## src/rtl/bcd_display_scanner.sv

```systemverilog
// Time-multiplexed common-anode seven-segment scanner with guard blanking between digits.
// Optional leading-zero suppression: define BCD_DISPLAY_LEADING_ZERO_BLANK_EN.

module bcd_seg_decode (
  input  logic [3:0] bcd,
  output logic [6:0] seg
);
  // {g,f,e,d,c,b,a}, active-low; non-BCD codes render as a minus sign
  always_comb begin
    case (bcd)
      4'd0:    seg = 7'b1000000;
      4'd1:    seg = 7'b1111001;
      4'd2:    seg = 7'b0100100;
      4'd3:    seg = 7'b0110000;
      4'd4:    seg = 7'b0011001;
      4'd5:    seg = 7'b0010010;
      4'd6:    seg = 7'b0000010;
      4'd7:    seg = 7'b1111000;
      4'd8:    seg = 7'b0000000;
      4'd9:    seg = 7'b0010000;
      default: seg = 7'b0111111;
    endcase
  end
endmodule

module bcd_display_scanner #(
  parameter int DIGIT_COUNT = 4,
  parameter int REFRESH_DIV = 1000,
  parameter int GUARD       = 8
) (
  input  logic                        clk,
  input  logic                        reset,
  input  logic                        load,
  input  logic [DIGIT_COUNT-1:0][3:0] digits,
  input  logic [DIGIT_COUNT-1:0]      dp_mask,
  output logic [6:0]                  segments,
  output logic                        dp,
  output logic [DIGIT_COUNT-1:0]      anodes,
  output logic                        frame
);
  localparam int SLOT_MAX = (REFRESH_DIV > GUARD) ? REFRESH_DIV : GUARD;
  localparam int CW       = $clog2(SLOT_MAX + 1);
  localparam int IW       = (DIGIT_COUNT > 1) ? $clog2(DIGIT_COUNT) : 1;

  localparam logic [CW-1:0] GUARD_LAST = CW'(GUARD - 1);
  localparam logic [CW-1:0] DRIVE_LAST = CW'(REFRESH_DIV - 1);
  localparam logic [CW-1:0] FRAME_PRE  = CW'(REFRESH_DIV - 2);
  localparam logic [IW-1:0] IDX_LAST   = IW'(DIGIT_COUNT - 1);

  typedef enum logic {BLANK, DRIVE} state_t;

  state_t                        state;
  logic [CW-1:0]                 cnt;
  logic [IW-1:0]                 idx;
  logic [DIGIT_COUNT-1:0][3:0]   shadow_dig;
  logic [DIGIT_COUNT-1:0]        shadow_dp;
  logic [DIGIT_COUNT-1:0][6:0]   dec_seg;
  logic                          lit;

  // one decoder per shadow digit; the scan only muxes finished patterns
  bcd_seg_decode u_dec [DIGIT_COUNT-1:0] (
    .bcd (shadow_dig),
    .seg (dec_seg)
  );

`ifdef BCD_DISPLAY_LEADING_ZERO_BLANK_EN
  logic [DIGIT_COUNT-1:0] blank_d, blank_q;

  always_comb begin
    logic zero_above;
    zero_above = 1'b1;
    blank_d    = '0;
    for (int i = DIGIT_COUNT - 1; i >= 1; i--) begin
      zero_above = zero_above && (digits[i] == 4'd0);
      blank_d[i] = zero_above && !dp_mask[i];
    end
  end

  always_ff @(posedge clk) begin
    if (!reset)    blank_q <= '0;
    else if (load) blank_q <= blank_d;
  end

  assign lit = !blank_q[idx];
`else
  assign lit = 1'b1;
`endif

  always_ff @(posedge clk) begin
    if (!reset) begin
      shadow_dig <= '0;
      shadow_dp  <= '0;
    end else if (load) begin
      shadow_dig <= digits;
      shadow_dp  <= dp_mask;
    end
  end

  // outputs are registered alongside the state so they change only on slot edges
  always_ff @(posedge clk) begin
    if (!reset) begin
      state    <= BLANK;
      cnt      <= '0;
      idx      <= '0;
      segments <= 7'h7F;
      dp       <= 1'b1;
      anodes   <= '1;
      frame    <= 1'b0;
    end else begin
      frame <= 1'b0;
      case (state)
        BLANK: begin
          if (cnt == GUARD_LAST) begin
            state <= DRIVE;
            cnt   <= '0;
            if (lit) begin
              anodes   <= ~(DIGIT_COUNT'(1) << idx);
              segments <= dec_seg[idx];
              dp       <= ~shadow_dp[idx];
            end
            frame <= (REFRESH_DIV == 1) && (idx == IDX_LAST);
          end else begin
            cnt <= cnt + 1'b1;
          end
        end
        DRIVE: begin
          if (cnt == DRIVE_LAST) begin
            state    <= BLANK;
            cnt      <= '0;
            idx      <= (idx == IDX_LAST) ? '0 : idx + 1'b1;
            anodes   <= '1;
            segments <= 7'h7F;
            dp       <= 1'b1;
          end else begin
            cnt   <= cnt + 1'b1;
            frame <= (REFRESH_DIV >= 2) && (cnt == FRAME_PRE) && (idx == IDX_LAST);
          end
        end
        default: state <= BLANK;
      endcase
    end
  end
endmodule

```

## config.mk

```make
export PLATFORM = sky130hd
export DESIGN_NAME = bcd_display_scanner
export DESIGN_NICKNAME = d
export VERILOG_FILES = /design/src/rtl/bcd_display_scanner.sv
export SDC_FILE = /design/constraint.sdc
export NUM_CORES = 1
export LEC_CHECK = 0
export ABC_AREA = 1
export ABC_CLOCK_PERIOD_IN_PS = 2300
export CAP_MARGIN = 20
export CORE_MARGIN = 2
export CORE_UTILIZATION = 55
export DETAILED_ROUTE_END_ITERATION = 6
export GPL_TIMING_DRIVEN = 1
export PLACE_DENSITY = 0.77
export RECOVER_POWER = 50
export SYNTH_ARGS = -nofsm -noshare
export SYNTH_HDL_FRONTEND = slang
export SYNTH_SLANG_ARGS = --single-unit
```

## constraint.sdc

```tcl
create_clock -name clk -period 2.3 [get_ports clk]
set_input_delay 0.46 -clock clk [delete_from_list [all_inputs] [get_ports clk]]
set_output_delay 0.46 -clock clk [all_outputs]
set_load 0.005 [all_outputs]
```

==> summary.md <==
| Metric | Value |
|---|---|
| Top Family by Delay on Critical Path | `buffers and inverters` |
| RSZ-0062 raised after global routing | `false` |
| Worst Tran Pin Value | `0.671 ns` |
| Row count | `29` |
| Post_cts resized | `0` |
| Commonest non-fill, non-tap cell in the layout | `nand2_1` |
| Post-CTS Setup Inserts | `0` |
| Mapped Cells | `478` |
| Final WL | `6910 um` |
| Post-route ant nets | `0` |
| Avg Cell Area, Syn | `7.64 um2` |
| Max Slew Vio Count | `0` |
| Via/cell ratio | `4.93` |
| Post-synth cell types | `31` |
| Layout Nets | `572` |
| CTS H-tree lvls | `3` |
| Share of cells above drive strength 1 | `14.0%` |
| Die area | `7310 um2` |
| Most frequent cells in the layout | `nand2_1 (125), dfxtp_1 (74), nor2_1 (57)` |
| Run status | `complete, no violations` |
| CP Max Fanout | `11` |
| CP Capture Type | `flip-flop` |
| VDD IR max | `0.441 mV` |
| Power per Cell Area | `639 nW/um2` |
| Post-DP HPWL | `5180 um` |
| # clock sinks | `74` |
| Switch Pwr | `0.682 mW` |
| Post-synthesis compound-gate area fraction | `6.27%` |
| Port Buffer Count | `35` |
| Post-Synth XOR/XNOR Area | `1.20%` |
| Max Clk Rate | `0.496 GHz` |
| Max Cap Viol | `0` |
| First-pass GRT wire length | `12200 um` |
| Placed cells | `589` |
| Drt pass-1 iters | `4` |
| Final cell count without fillers | `604` |
| LEAKAGE | `2.10 nW` |
| Worst-Skew Late Latency | `0.35 ns` |
| GP Congestion | `0.818` |
| CTS buffer count | `9` |
| Buf/Inv on CP | `3` |
| Post-synthesis adder-cell area fraction | `8.91%` |
| Vias in the first global route | `2872` |
| Worst Hold Slack | `0.449 ns` |
| DR WL/cell | `11.4 um` |
| CP peak stage delay | `0.57 ns` |
| Multiplexer share of the synthesized area | `0%` |
| Setup violations, final | `0` |
| Pint | `2.04 mW` |
| Setup CP Type | `input port to flip-flop` |
| Tot GR Track Use | `20.7%` |
| Clock transition at the registers of the reported paths | `0.08 ns` |
| I/O pins | `36` |
| Clock power frac | `36.1%` |
| Relative slew slack | `54.8%` |
| Worst EP arrival | `2.25 ns` |
| Total core area | `6390 um2` |
| Combinational power share | `12.3%` |
| # diodes | `0` |
| DRC | `0` |
| Hold-fix buffer count after cts | `0` |
| Syn Std Cell Area | `3650 um2` |
| Final hold violation count | `0` |
| Post-synthesis sequential area ratio | `40.6%` |
| Slowest library cell on the worst path | `dlygate4sd3_1` |
| Via Count | `2976` |
| GRT overflow | `0` |
| Switch share | `25.1%` |
| Largest family of logic cells by synthesized area | `simple AND/OR/NAND/NOR gates` |
| Crit-path most repeated cell | `o21ai_0` |
| FF+latch count, synth | `74` |
| DIE WIDTH | `85.5 um` |
| Syn nets | `527` |
| Simple-gate share of the synthesized area | `36.5%` |
| Pin count of the biggest net entering global routing | `23` |
| Initial antenna violation count | `0` |
| CP startpoint kind | `input port` |
| TritonCTS clock tree | `yes` |
| Die height | `85.5 um` |
| Critical Path RT | `2.53 ns` |
| Worst hold-check path type | `flip-flop to flip-flop` |
| Initial Util | `57.2%` |
| CTS max path bufs | `2` |
| Iter 0 DRT Violations | `137` |
| Min cycle time layout | `2.02 ns` |
| Setup TNS | `0 ns` |
| Clock root buffer | `clkbuf_8` |
| Post-Route Skew | `0.00730 ns` |
| Synth-to-layout area growth | `16.6%` |
| Crit-path cells | `dlygate4sd3_1 -> buf_4 -> or2_2 -> nand3_1 -> inv_1 -> ha_1 -> o21ai_0 -> o21ai_0` |
| Part of the cycle the worst path needs | `87.7%` |
| Flop pwr share | `51.6%` |
| Ys Warns | `0` |
-- registers in the layout, summed over array words and instances, names as in the netlist --
register,cells
idx,2
frame,1
shadow_dp,4
dp,1
u_dec.seg,28
anodes,4
segments,7
cnt,10
shadow_dig,16
state,1
-- synth_stat cells, drive strengths merged --
master,count,area share [%]
clkbuf,1,0.10
ha,26,8.9
a21oi,8,1.1
dfxtp,74,41
nand3,57,11
clkinv,1,0.10
o211ai,1,0.21
nor3,2,0.27
or2,17,2.9
nand3b,1,0.21
o21bai,1,0.21
nor3b,2,0.41
nand4,1,0.58
o21ai,34,4.8
nand2,133,14
buf,13,2.3
nor2,61,7.0
xor2,5,1.2
inv,40,4.1
-- cell families after synthesis --
kind of cell	after synthesis
AO/OA/AOI/OAI	44
XOR/XNOR	5
adder cells (fa/ha/maj)	26
buffers and inverters	55
flip-flops	74
AND/OR/NAND/NOR	274
-- worst paths after layout --
kind / cells past startpoint / slack [ns] / startpoint / end
worst max-delay path: 8 / 0.28 / load / u_dec[1].seg[3]
worst min-delay path: 1 / 0.45 / cnt[0] / cnt[0]
worst max register to register: 7 / 0.38 / cnt[1] / segments[3]
worst min register to register: 1 / 0.45 / cnt[0] / cnt[0]
-- final cells by class --
type                    instances  area [um2]
flip-flops and latches         74        1480
well taps                      77        96.3
repair buffers                 48         434
multi-input cells             349        1900
fillers                       566        2130
clock inverters                 5        55.1
inverters                      41         154
clock buffers                  10         138
-- per-layer routing --
metal	GRT usage [%]	part of all wire [%]	vias to the layer above
met5	0	0	-
met4	6.35	1.4	0
met3	6.32	4.0	10
met2	35.8	48	55
met1	24.7	46	1306
li1	-	-	1605
-- power by group through the flow --
stage	clock [mW]	combinational (mW)	sequential (mW)
6_report	0.982	0.334	1.40
5_1_grt	1.05	0.385	1.41
4_1_cts	1.00	0.344	1.41
3_5_place_dp	0	0.341	1.44
3_3_place_gp	0	0.332	1.43
2_1_floorplan	0	0.233	1.42
-- per-stage QoR --
stage               instance area [um2]  utilization (%)  total power [mW]  setup WS, ns
floorplan                          3650                -              1.66         0.594
global placement                   4110             64.3              1.77         0.123
detailed placement                 4110             64.3              1.78        0.0574
CTS                                4300             67.4              2.75         0.429
global route                       4260             66.6              2.85         0.147
finish                             4260             66.6              2.72         0.282
(Power assumes the default switching activity.)
